===== src/rtl/transition_controller_if.sv =====
// Signal bundle between the game-flow controller and the level/renderer side.
// The master drives the requests and the slave (the controller) drives the status outputs.
interface transition_controller_if;
    logic       start_button;
    logic       frame_tick;
    logic       win_req;
    logic       lose_req;
    logic [1:0] level_idx;
    logic       level_reset;
    logic       input_enable;
    logic       blank_screen;
    logic       show_hearts;
    logic [2:0] lives;
    logic       req_ack;
    logic       game_over;
    logic       game_won;
    logic [2:0] fsm_state;

    modport master (
        output start_button, frame_tick, win_req, lose_req,
        input  level_idx, level_reset, input_enable, blank_screen, show_hearts,
        input  lives, req_ack, game_over, game_won, fsm_state
    );

    modport slave (
        input  start_button, frame_tick, win_req, lose_req,
        output level_idx, level_reset, input_enable, blank_screen, show_hearts,
        output lives, req_ack, game_over, game_won, fsm_state
    );
endinterface


===== src/rtl/transition_controller.sv =====
// Game-flow sequencer: IDLE -> LOAD -> PLAY -> HOLD -> (LOAD | OVER | WON).
// Optional macro TRANSITION_LIFE_BONUS_EN awards one life per completed level.
module transition_controller #(
    parameter int START_LIVES  = 3,
    parameter int MAX_LIVES    = 7,
    parameter int NUM_LEVELS   = 3,
    parameter int HOLD_FRAMES  = 60,
    parameter int RESET_CYCLES = 4
) (
    input logic vga_clock,
    input logic reset,
    transition_controller_if.slave bus
);

    typedef enum logic [2:0] {
        IDLE = 3'd0,
        LOAD = 3'd1,
        PLAY = 3'd2,
        HOLD = 3'd3,
        OVER = 3'd4,
        WON  = 3'd5
    } state_t;

    localparam logic [2:0] START_L   = 3'((START_LIVES > MAX_LIVES) ? MAX_LIVES : START_LIVES);
    localparam logic [1:0] LAST_LVL  = 2'(NUM_LEVELS - 1);
    localparam logic [7:0] HOLD_LAST = 8'(HOLD_FRAMES - 1);
    localparam logic [3:0] LOAD_LAST = 4'(RESET_CYCLES - 1);

    state_t     state;
    logic [1:0] level_idx;
    logic [2:0] lives;
    logic       level_reset;
    logic       input_enable;
    logic       blank_screen;
    logic       show_hearts;
    logic       req_ack;
    logic       game_over;
    logic       game_won;
    logic [7:0] frame_cnt;
    logic [3:0] cycle_cnt;
    logic       last_win;

    // Handshake: win_req/lose_req are level requests that are only accepted
    // while in PLAY; acceptance is signalled by req_ack high for exactly the
    // one cycle following the accepting edge, and the level must drop its
    // request by then. Requests in any other state are dropped silently.
    always_ff @(posedge vga_clock) begin
        if (reset) begin
            state        <= IDLE;
            level_idx    <= 2'd0;
            lives        <= START_L;
            level_reset  <= 1'b1;
            input_enable <= 1'b0;
            blank_screen <= 1'b0;
            show_hearts  <= 1'b0;
            req_ack      <= 1'b0;
            game_over    <= 1'b0;
            game_won     <= 1'b0;
            frame_cnt    <= 8'd0;
            cycle_cnt    <= 4'd0;
            last_win     <= 1'b0;
        end else begin
            req_ack <= 1'b0;
            case (state)
                IDLE: begin
                    if (!bus.start_button) begin
                        state        <= LOAD;
                        level_idx    <= 2'd0;
                        lives        <= START_L;
                        level_reset  <= 1'b1;
                        blank_screen <= 1'b1;
                        cycle_cnt    <= 4'd0;
                    end
                end
                LOAD: begin
                    if (cycle_cnt == LOAD_LAST) begin
                        state        <= PLAY;
                        level_reset  <= 1'b0;
                        input_enable <= 1'b1;
                        blank_screen <= 1'b0;
                        show_hearts  <= 1'b1;
                    end else begin
                        cycle_cnt <= cycle_cnt + 4'd1;
                    end
                end
                PLAY: begin
                    if (bus.win_req || bus.lose_req) begin
                        state        <= HOLD;
                        req_ack      <= 1'b1;
                        input_enable <= 1'b0;
                        blank_screen <= 1'b1;
                        show_hearts  <= 1'b1;
                        frame_cnt    <= 8'd0;
                        last_win     <= bus.win_req;
                        // Win dominates a simultaneous lose, so no life is lost.
                        if (bus.win_req) begin
`ifdef TRANSITION_LIFE_BONUS_EN
                            if (lives < 3'(MAX_LIVES)) lives <= lives + 3'd1;
`endif
                        end else if (lives != 3'd0) begin
                            lives <= lives - 3'd1;
                        end
                    end
                end
                HOLD: begin
                    if (bus.frame_tick) begin
                        if (frame_cnt == HOLD_LAST) begin
                            frame_cnt <= 8'd0;
                            cycle_cnt <= 4'd0;
                            if (last_win && level_idx == LAST_LVL) begin
                                state        <= WON;
                                game_won     <= 1'b1;
                                blank_screen <= 1'b0;
                                show_hearts  <= 1'b0;
                            end else if (!last_win && lives == 3'd0) begin
                                state        <= OVER;
                                game_over    <= 1'b1;
                                blank_screen <= 1'b0;
                                show_hearts  <= 1'b0;
                            end else begin
                                state       <= LOAD;
                                level_reset <= 1'b1;
                                show_hearts <= 1'b0;
                                if (last_win) level_idx <= level_idx + 2'd1;
                            end
                        end else begin
                            frame_cnt <= frame_cnt + 8'd1;
                        end
                    end
                end
                OVER, WON: begin
                    if (!bus.start_button) begin
                        state       <= IDLE;
                        game_over   <= 1'b0;
                        game_won    <= 1'b0;
                        level_reset <= 1'b1;
                    end
                end
                default: begin
                    state <= IDLE;
                end
            endcase
        end
    end

    assign bus.level_idx    = level_idx;
    assign bus.level_reset  = level_reset;
    assign bus.input_enable = input_enable;
    assign bus.blank_screen = blank_screen;
    assign bus.show_hearts  = show_hearts;
    assign bus.lives        = lives;
    assign bus.req_ack      = req_ack;
    assign bus.game_over    = game_over;
    assign bus.game_won     = game_won;
    assign bus.fsm_state    = state;

endmodule

===== src/flat_wrapper.sv =====
// flat-port wrapper written by rule: the top's interface ports become plain ports
module transition_controller_flat 
#(
    parameter int START_LIVES  = 3,
    parameter int MAX_LIVES    = 7,
    parameter int NUM_LEVELS   = 3,
    parameter int HOLD_FRAMES  = 60,
    parameter int RESET_CYCLES = 4
)
  (vga_clock, reset, bus_start_button, bus_frame_tick, bus_win_req, bus_lose_req, bus_level_idx, bus_level_reset, bus_input_enable, bus_blank_screen, bus_show_hearts, bus_lives, bus_req_ack, bus_game_over, bus_game_won, bus_fsm_state);
  transition_controller_if bus_i ();
  input logic vga_clock;
  input logic reset;
  input wire logic [$bits(bus_i.start_button)-1:0] bus_start_button;
  input wire logic [$bits(bus_i.frame_tick)-1:0] bus_frame_tick;
  input wire logic [$bits(bus_i.win_req)-1:0] bus_win_req;
  input wire logic [$bits(bus_i.lose_req)-1:0] bus_lose_req;
  output wire logic [$bits(bus_i.level_idx)-1:0] bus_level_idx;
  output wire logic [$bits(bus_i.level_reset)-1:0] bus_level_reset;
  output wire logic [$bits(bus_i.input_enable)-1:0] bus_input_enable;
  output wire logic [$bits(bus_i.blank_screen)-1:0] bus_blank_screen;
  output wire logic [$bits(bus_i.show_hearts)-1:0] bus_show_hearts;
  output wire logic [$bits(bus_i.lives)-1:0] bus_lives;
  output wire logic [$bits(bus_i.req_ack)-1:0] bus_req_ack;
  output wire logic [$bits(bus_i.game_over)-1:0] bus_game_over;
  output wire logic [$bits(bus_i.game_won)-1:0] bus_game_won;
  output wire logic [$bits(bus_i.fsm_state)-1:0] bus_fsm_state;
  assign bus_i.start_button = bus_start_button;
  assign bus_i.frame_tick = bus_frame_tick;
  assign bus_i.win_req = bus_win_req;
  assign bus_i.lose_req = bus_lose_req;
  assign bus_level_idx = bus_i.level_idx;
  assign bus_level_reset = bus_i.level_reset;
  assign bus_input_enable = bus_i.input_enable;
  assign bus_blank_screen = bus_i.blank_screen;
  assign bus_show_hearts = bus_i.show_hearts;
  assign bus_lives = bus_i.lives;
  assign bus_req_ack = bus_i.req_ack;
  assign bus_game_over = bus_i.game_over;
  assign bus_game_won = bus_i.game_won;
  assign bus_fsm_state = bus_i.fsm_state;
  transition_controller #(.START_LIVES(START_LIVES), .MAX_LIVES(MAX_LIVES), .NUM_LEVELS(NUM_LEVELS), .HOLD_FRAMES(HOLD_FRAMES), .RESET_CYCLES(RESET_CYCLES)) u_core (.vga_clock(vga_clock), .reset(reset), .bus(bus_i));
endmodule

===== config.mk =====
export PLATFORM = sky130hd
export DESIGN_NAME = transition_controller_flat
export DESIGN_NICKNAME = d
export VERILOG_FILES = /design/src/rtl/transition_controller_if.sv /design/src/rtl/transition_controller.sv /design/src/flat_wrapper.sv
export SDC_FILE = /design/constraint.sdc
export NUM_CORES = 1
export LEC_CHECK = 0
export CAP_MARGIN = 20
export CORE_ASPECT_RATIO = 0.5
export CORE_UTILIZATION = 30
export DETAILED_ROUTE_END_ITERATION = 16
export HOLD_SLACK_MARGIN = 0.05
export PLACE_DENSITY = 0.59
export SKIP_LAST_GASP = 1
export SLEW_MARGIN = 20
export SYNTH_ARGS = -nofsm -noshare
export SYNTH_HDL_FRONTEND = slang
export SYNTH_SLANG_ARGS = --single-unit

===== constraint.sdc =====
create_clock -name vga_clock -period 3.15 [get_ports vga_clock]
set_input_delay 0.315 -clock vga_clock [delete_from_list [all_inputs] [get_ports vga_clock]]
set_output_delay 0.315 -clock vga_clock [all_outputs]
set_load 0.03 [all_outputs]

==> impl_results.md <==
- Status: finished clean
- Via count: 1354
- Flop pwr share: 49.1%
- Number of remaining DRC errors: 0
- Worst-case clock buffer depth: 2
- Final ANT Viol Nets: 0
- Root Driver: clkbuf_8
- Num rows: 18
- Gate power share: around 13%
- Initial antenna violation count: 0
- Placed cell area: 1840 um^2
- Worst-margin pin slew: 620 ps
- WS Path Type: flop to primary output
- IO Port Bufs: 20
- TritonCTS Buffers: 3
- CTS resizes: 0
- Final Wtd Congestion: 0.764
- Cell with the most instances after synthesis: dfxtp_1
- Mapped Area: 1580 um^2
- # setup viols final: 0
- CTS tree: built
- First-pass DRT Iterations: 4
- Starting Density: a little under a third
- Leakage: 0.642 nW
- CP max-delay cell: clkdlybuf4s50_1
- Die width: 105 um
- # IOs: 21
- Top post-synthesis cells by count: dfxtp_1 (28), nor2_1 (17), a21oi_1 (15), nand2_1 (11), inv_1 (8)
- Int Power: 0.000574 W
- Hold buffers post-CTS: 0
- HP Class: flop to flop
- Initial DRC count: 96
- First-pass GRT wire length: 5800 um
- Multi-input logic area: approximately 950 um^2
- Die height: 53.3 um
- Cells after synthesis: 179
- Area leader, netlist: dfxtp_1
- Sw frac: between 20 and 25%
- Crit-path leading delay family: buffers and inverters
- Detailed placement HPWL: around 2600 um
- Largest net degree at the start of global routing: 20
- Critical path's largest stage delay: 790 ps
- Flop2flop setup slack: 1060 ps
- Synth Net Count: 190
- FF/Latch Area: 561 um^2
- Simple-gate share of the synthesized area: 27.9%
- Slew Limit Headroom: between 50% and 60%
- DRT Wirelength: 3560 um
- Asr flop ratio synth: 0%
- Yosys warning total: 0
- Compound-Gate Fraction of Synth Area: 22.2%
- Crit-path max FO: 19
- Clock sinks: 28
- Core box area: 5000 um^2
- Grt ovf: 0
- Gr usage total: 13.3%
- Number of global-route vias before repair: 1177
- H-tree depth: 1
- Setup TNS after final layout: 0 ps
- Post-route cell area: 1910 um^2
- Post-synth EDFFs: 0
- Via density: 5.07
- Drt wl/cell: 13.3 um
- RSZ-0062 raised after global routing: false
- Peak Freq: 471 MHz
- Net Switching: approximately 0.00018 W
- Largest family of logic cells by synthesized area: simple AND/OR/NAND/NOR gates
- Yosys top cell area share: 35.4%
- Register area share after synthesis: 35.4%
- CP endpoint kind: primary output
- Fin. Hold Viols: 0
- Top post-synthesis cells by area: dfxtp_1 (35%), a21oi_1 (4.7%), nor2_1 (4.0%)
- Area grow syn2layout: 20.9%
- Max Cap Viol: 0
- CP Buf/Inv Count: 1
- Final Critical Period: ~2100 ps
- Layout Nets: 209
- Multiplexer share of the synthesized area: approximately 4%
- Fillcell total: 511
- Layout cells sized above 1: 9.14%
- XOR/XNOR Fraction of Synth Area: 2.22%
- Clock Power Share: about two fifths
- Die ar.: 5580 um^2
- Synth Area in Adders: 3.96%
- Top_reg_cell synth: dfxtp_1
- Required @ worst endpoint: approximately 2800 ps
- Pwr/cell area: 396 nW/um^2
- Fin crit share: 67.4%
- Post-CTS Setup Bufs: 0
- Worst-path clk slew: 100 ps
- Max VDD drop: 166 uV
- Worst-Skew Late Latency: around 280 ps
- Worst path cell trace: clkdlybuf4s50_1
- Crit path launch type: flop
- Synth unique cells: 53
- WP data arrival: 1810 ps
- Layout Skew: ~9.4 ps
- FF+latch count, synth: 28
- Mean post-synth cell area: 8.84 um^2
- Antenna cells: 0
- Final Max Slew Viols: 0
## state kept, by name (all words and copies together) (netlist names)
name and cells:
u_core.bus.level_reset 1, u_core.bus.level_idx 2, u_core.bus.game_over 1, u_core.bus.req_ack 1
u_core.bus.show_hearts 1, u_core.bus.input_enable 1, u_core.bus.game_won 1, u_core.cycle_cnt 4
u_core.last_win 1, u_core.bus.blank_screen 1, u_core.frame_cnt 8, u_core.bus.lives 3
u_core.bus.fsm_state 3
## layout make-up
cell class              instances  area share [%]
multi-input cells             136            49.9
clock buffers                   3            2.16
well taps                      70            4.58
repair buffers                 21            10.9
clock inverters                 1            1.57
flip-flops and latches         28            29.3
inverters                       8            1.57
## worst reg2reg max path, cell delays in order, from the launching register on
cell       delay, ps
dfxtp_1          730
nor3b_1          530
a22o_1           350
a2111oi_4         50
mux2_1           330
## power by group through the flow
stage	Combinational, W	Clock [W]	Sequential [W]
floorplan	0.0000594	0	0.000384
finish	0.0000975	0.000288	0.000371
detailed placement	0.0000963	0	0.000379
global placement	0.0000962	0	0.000379
CTS	0.0000971	0.000298	0.000371
global route	0.000105	0.000310	0.000373
## cell usage in the layout, fill, tap and decap left out, types with 3 or more instances in the layout
cell,count
xnor2_1,4
mux2_2,3
nor2b_1,3
nor3b_1,3
inv_1,8
nand2b_1,5
o21ai_0,6
a211oi_1,4
dfxtp_1,28
or3_1,4
clkdlybuf4s50_1,20
nand2_1,11
nor3_1,6
nor2_1,17
clkbuf_8,3
or4_1,3
ha_1,5
a21oi_1,15
nand3_1,6
## cells by family (layout without fill, tap and decap cells)
group,count (synthesis),after routing
AO/OA/AOI/OAI,47,47
multiplexers,6,6
buffers and inverters,15,33
AND/OR/NAND/NOR,74,74
XOR/XNOR,4,4
adder cells (fa/ha/maj),5,5
flip-flops,28,28
## path summary, 6_finish.rpt
path	depth (start not counted)	endpoint	from
min	2	u_core.bus.input_enable	u_core.bus.input_enable
max	1	bus_fsm_state[0]	u_core.bus.fsm_state[0]
max reg2reg	4	u_core.bus.blank_screen	u_core.bus.fsm_state[0]
min reg2reg	2	u_core.bus.input_enable	u_core.bus.input_enable
## metrics by stage
step                      setup WS (ps)  total power (W)  util, %  cells  hold slack, ps
final                              1030         0.000757     38.2    267             461
after floorplan                    1280         0.000444        -    179             448
after global routing                874         0.000788     38.2    267             485
after CTS                          1060         0.000766     38.2    267             463
after detailed placement           1070         0.000475     36.8    263             448
after global placement             1100         0.000475     36.8    263             449
## layer usage
layer | vias to the layer above | global-route usage, % | wire (um)
met5 | - | 0 | 0
met4 | 0 | 1.41 | 0
met3 | 0 | 3.33 | 108
met2 | 13 | 21.7 | 1580
met1 | 641 | 18.3 | 1880
li1 | 700 | - | -
Note: power is estimated with default switching activity, not from simulation.
